**config.mk**
```make
export PLATFORM = sky130hd
export DESIGN_NAME = ram_dp_core
export DESIGN_NICKNAME = d
export VERILOG_FILES = /design/src/rtl/ram_dp_core.sv
export SDC_FILE = /design/constraint.sdc
export NUM_CORES = 1
export LEC_CHECK = 0
export CAP_MARGIN = 20
export CORE_UTILIZATION = 25
export DETAILED_ROUTE_END_ITERATION = 12
export PLACE_DENSITY = 0.42
export SYNTH_ARGS = -nofsm -noshare
export SYNTH_HDL_FRONTEND = slang
export SYNTH_SLANG_ARGS = --single-unit
```
**constraint.sdc**
```tcl
create_clock -name clk -period 2.65 [get_ports clk]
set_input_delay 0.53 -clock clk [delete_from_list [all_inputs] [get_ports clk]]
set_output_delay 0.53 -clock clk [all_outputs]
set_load 0.1 [all_outputs]
```
**src/rtl/ram_dp_core.sv**
```systemverilog
// Dual-port RAM with a hardware zero-fill sweep after every reset.
// One write port and one registered read port share a single clock.
module ram_dp_core #(
    parameter int DATA_WIDTH = 8,
    parameter int ADDR_WIDTH = 4
) (
    input  logic                  clk,
    input  logic                  rst,
    input  logic                  wr_enb,
    input  logic [ADDR_WIDTH-1:0] wr_addr,
    input  logic [DATA_WIDTH-1:0] data_in,
    input  logic                  rd_enb,
    input  logic [ADDR_WIDTH-1:0] rd_addr,
    output logic [DATA_WIDTH-1:0] data_out,
    output logic                  rd_valid,
    output logic                  busy,
    output logic                  access_err,
    output logic                  state_o
);

    localparam int                    DEPTH     = 1 << ADDR_WIDTH;
    localparam logic [ADDR_WIDTH-1:0] LAST_ADDR = ADDR_WIDTH'(DEPTH - 1);

    typedef enum logic {
        ST_INIT  = 1'b0,
        ST_READY = 1'b1
    } state_e;

    state_e                  state_q;
    logic [ADDR_WIDTH-1:0]   init_ptr_q;
    logic [DATA_WIDTH-1:0]   data_out_q;
    logic                    rd_valid_q;
    logic                    busy_q;
    logic                    access_err_q;
    logic [DATA_WIDTH-1:0]   mem_q [DEPTH];

    logic                    wr_fire;
    logic                    rd_fire;
    logic                    collide;
    logic [DATA_WIDTH-1:0]   rd_word_d;
    logic                    mem_we;
    logic [ADDR_WIDTH-1:0]   mem_waddr;
    logic [DATA_WIDTH-1:0]   mem_wdata;

    // Requests are single-cycle strobes sampled at posedge; there is no ready.
    // While busy they are dropped and flagged; a read answers one cycle later
    // with rd_valid, and a same-address write on that edge is forwarded.
    always_comb begin
        wr_fire   = (state_q == ST_READY) && wr_enb;
        rd_fire   = (state_q == ST_READY) && rd_enb;
        collide   = wr_fire && rd_fire && (wr_addr == rd_addr);
        rd_word_d = collide ? data_in : mem_q[rd_addr];
        mem_we    = 1'b0;
        mem_waddr = wr_addr;
        mem_wdata = data_in;
        if (state_q == ST_INIT) begin
            mem_we    = 1'b1;
            mem_waddr = init_ptr_q;
            mem_wdata = '0;
        end else begin
            mem_we    = wr_fire;
        end
    end

    always_ff @(posedge clk or negedge rst) begin
        if (!rst) begin
            state_q      <= ST_INIT;
            init_ptr_q   <= '0;
            data_out_q   <= '0;
            rd_valid_q   <= 1'b0;
            busy_q       <= 1'b1;
            access_err_q <= 1'b0;
        end else begin
            rd_valid_q   <= 1'b0;
            access_err_q <= 1'b0;
            case (state_q)
                ST_INIT: begin
                    access_err_q <= wr_enb | rd_enb;
                    init_ptr_q   <= init_ptr_q + 1'b1;
                    if (init_ptr_q == LAST_ADDR) begin
                        state_q <= ST_READY;
                        busy_q  <= 1'b0;
                    end
                end
                ST_READY: begin
                    rd_valid_q <= rd_fire;
                    if (rd_fire) begin
                        data_out_q <= rd_word_d;
                    end
                end
            endcase
        end
    end

    // Array is deliberately outside the reset domain; the sweep clears it.
    always_ff @(posedge clk) begin
        if (mem_we) begin
            mem_q[mem_waddr] <= mem_wdata;
        end
    end

    assign data_out   = data_out_q;
    assign rd_valid   = rd_valid_q;
    assign busy       = busy_q;
    assign access_err = access_err_q;
    assign state_o    = state_q;

`ifndef SYNTHESIS
    a_valid_not_busy : assert property (@(posedge clk) disable iff (!rst)
        rd_valid |-> !busy);
    a_err_excl_valid : assert property (@(posedge clk) disable iff (!rst)
        !(access_err && rd_valid));
`endif

endmodule

```
==> run_results.csv <==
group,metric,value,unit
yosys,synth_cells,305,
yosys,synth.yosys.seq_area_share,73.0,%
setup_path,worstReg2RegEnd,"mem_q[4][3]",
yosys,synth.ff_latch_count,144,
routing,drt_first_iter_violations,237,
floorplanning,dieWidth,155,um
global_routing,grt_pass1_vias,3289,
floorplanning,floorplan.die.height,155,um
clocking,cts_inserted_buffers,17,
yosys,synth_cell_types,39,
sta,layout_setup_ws,411,ps
sta,timing.clock.skew,6.57,ps
clocking,ctsResizeCount,0,
routing,vias,3080,
floorplanning,design.core.area,22700,um2
setup_path,end_kind,"flop",
routing,route.detailed.wl_per_inst,20.4,um
floorplanning,fp.dieArea,23900,um2
final_layout,design.final.nets,385,
clocking,clock_tree.buffer_depth,2,
sta,timing.max_slew.rel_slack,50.3,%
setup_path,reg2reg_start,"state_o",
final_layout,layoutNonFillerInstCount,662,
yosys,mappedNetlistArea,5820,um2
sta,period_share,84.5,%
run,maxCapViolCount,0,
clocking,buffer_count_from_post_cts_setup_fixing,0,
global_routing,gr-usage-met3,3.00,%
global_routing,met1_usage,15.7,%
setup_path,r2r_cells,3,
final_layout,final_layout_size_suffix_gt1_share,27.1,%
pwr,power.density_cell_area,744,nW/um2
setup_path,setup.worst_path.start_class,"primary input",
global_routing,grt_overflow_total,0,
routing,drt-pass1-iter-count,4,
sta,hold_violations,0,
global_routing,track_usage,12.2,%
global_routing,grtUsageMet2,20.3,%
sta,tightest_slew,743,ps
sta,setup_viol,0,
clocking,cts.hold.buffers_added,0,
sta,rsz0062_at_grt,"no",
place,preCtsSetupSlack,-73.4,ps
outcome,outcome,"complete, no violations",
global_routing,grt_busiest_layer,"met2",
yosys,mapped_avg_cell_area,19.1,um2
sta,timing.hold.ws,440,ps
yosys,synth_nets,326,
setup_path,timing.reg2reg.setup_slack,510,ps
yosys,yosys.area.top_type_share,66.1,%
place,numPortBuffers,31,
setup_path,critical_path_required,2950,ps
clocking,clock_tree.root_cell,"clkbuf_16",
sta,layout_min_cycle_time,2240,ps
sta,final_max_slew_viol_count,0,
global_routing,antenna_found_initial,0,
floorplanning,floorplan.initialDensity,25.6,%
floorplanning,rows,55,
yosys,synthDominantAreaCellType,"edfxtp_1",
routing,totalWireLength,13500,um
global_routing,grt_first_pass_wirelength,20700,um
global_routing,grt_start_max_net_pins,32,
pwr,leakage,2.44,nW
pwr,ir_worst_vdd,0.000384,V
final_layout,number_of_fill_cells_in_the_layout,2185,
routing,drc,0,
place,hpwlAfterDp,9160,um
setup_path,crit_type,"primary input to flop",
clocking,cts_sinks,144,
final_layout,antenna_cells_inserted,0,
setup_path,timing.critical_path.fanout_max,5,
sta,maxClockFrequency,447,MHz
place,dp_cells,629,
place,gp_congestion,0.749,
final_layout,layout_overhead_on_the_synthesized_area,23.3,%
clocking,insertion_delay,420,ps
floorplanning,floorplan.io_pins,32,
yosys,synthesis.yosys.warnings,0,
clocking,htree_num_levels,4,
yosys,synth.area.top_cells,"edfxtp_1, mux4_2, dfrtp_1",
clocking,cts_tree,"done",
setup_path,critPathArrivalTime,2540,ps
min_path,worst_hold_path_type,"primary input to async pin",
clocking,clock_pin_slew_reported_for_the_worst_setup_and_hold_paths_after_clock_tree_synthesis,60,ps
routing,vias_per_cell,4.65,
routing,antenna_left,0,
## flip-flops by register name, indices dropped and copies added (netlist names)
register and cells:
busy 1, init_ptr_q 4, access_err 1, data_out 8, state_o 1, rd_valid 1, mem_q 128
## layer usage
metal	wire length [um]	part of all wire, %
met2	6760	50
met5	0	0
met3	548	4.1
met4	160	1.2
met1	6020	45
## synthesized netlist by cell type (all sizes together)
| cell | number |
|---|---|
| nor2b | 3 |
| and2 | 9 |
| a22oi | 16 |
| mux2 | 1 |
| a41oi | 2 |
| mux4 | 32 |
| edfxtp | 128 |
| xor2 | 4 |
| nor3 | 2 |
| dfrtp | 15 |
| nand4 | 1 |
| nand2b | 2 |
| inv | 4 |
| a31oi | 2 |
| a21oi | 2 |
| xnor2 | 2 |
| a31o | 1 |
| o32a | 1 |
| o21a | 1 |
| nand2 | 4 |
| nand3b | 1 |
| a221o | 8 |
| nor2 | 27 |
| a21boi | 8 |
| buf | 9 |
| o21ba | 1 |
| clkbuf | 9 |
| and3 | 1 |
| mux2i | 3 |
| nand3 | 1 |
| dfstp | 1 |
| ha | 1 |
| a32oi | 3 |
## critical path, stage by stage
cell and delay (ps):
clkdlybuf4s50_1 570, buf_4 200, buf_4 180, mux4_2 310, a22oi_1 280, a21boi_0 180, a221o_1 280
## stage by stage
stage,power (W),setup TNS [ps],cell area (um2),util (%)
final,0.00533,0,7170,31.6
after global routing,0.00551,0,7170,31.6
after CTS,0.00539,0,7170,31.6
after detailed placement,0.00302,-80.9,6580,29.0
after global placement,0.00302,-74.5,6580,29.0
after floorplan,0.00286,0,5820,-
## where the power goes
| part | switching, W | internal [W] | total, W |
|---|---|---|---|
| logic | 0.000298 | 0.000151 | 0.000449 |
| registers | 0.0000133 | 0.00250 | 0.00252 |
| clock network | 0.000966 | 0.00140 | 0.00237 |
| total | 0.00128 | 0.00406 | 0.00533 |
## worst max-delay path by stage
stage | from | to | slack [ps] | depth (start not counted)
finish | rd_addr[2] | data_out[5] | 410 | 7
CTS | state_o | mem_q[14][1] | 230 | 4
detailed placement | rd_addr[2] | data_out[5] | -70 | 7
global route | state_o | mem_q[6][0] | 300 | 3
global placement | rd_addr[2] | data_out[5] | -70 | 7
floorplan | state_o | mem_q[1][0] | 80 | 6
## layout by cell type, fill, tap and decap left out, types with 2 or more instances in the layout
| cell | n |
|---|---|
| a31oi_1 | 2 |
| nor3_1 | 2 |
| mux4_1 | 6 |
| inv_1 | 4 |
| inv_6 | 3 |
| nand2b_1 | 2 |
| a21oi_1 | 2 |
| nand2_1 | 4 |
| a22oi_1 | 16 |
| dfrtp_1 | 14 |
| a221o_1 | 8 |
| buf_12 | 3 |
| and2_1 | 9 |
| a32oi_1 | 3 |
| xnor2_1 | 2 |
| mux2i_1 | 3 |
| buf_4 | 36 |
| nor2b_1 | 3 |
| a21boi_0 | 3 |
| clkinv_4 | 5 |
| a21boi_1 | 5 |
| nor2_1 | 27 |
| bufinv_16 | 2 |
| mux4_2 | 26 |
| clkbuf_16 | 17 |
| edfxtp_1 | 128 |
| xor2_1 | 4 |
| clkinv_2 | 2 |
| a41oi_1 | 2 |
| clkdlybuf4s50_1 | 18 |
## kinds of logic (layout without fill, tap and decap cells)
| kind of cell | after synthesis | after routing | share of synthesized area, % |
|---|---|---|---|
| AO/OA/AOI/OAI | 45 | 45 | 6.24 |
| AND/OR/NAND/NOR | 51 | 51 | 4.11 |
| XOR/XNOR | 6 | 6 | 0.904 |
| adder cells (fa/ha/maj) | 1 | 1 | 0.215 |
| buffers and inverters | 22 | 94 | 2.04 |
| multiplexers | 36 | 36 | 13.5 |
| flip-flops | 144 | 144 | 73.0 |
## cell type report
class                           instances  area (um2)  share of cell area, %
Sequential cell                       144        4250                   59.2
Multi-Input combinational cell        139        1450                   20.2
Timing Repair Buffer                   58         515                   7.19
Clock buffer                           18         429                   5.98
Tap cell                              285         357                   4.97
Clock inverter                         14         159                   2.22
Inverter                                4        15.0                  0.209
(Power assumes the default switching activity.)
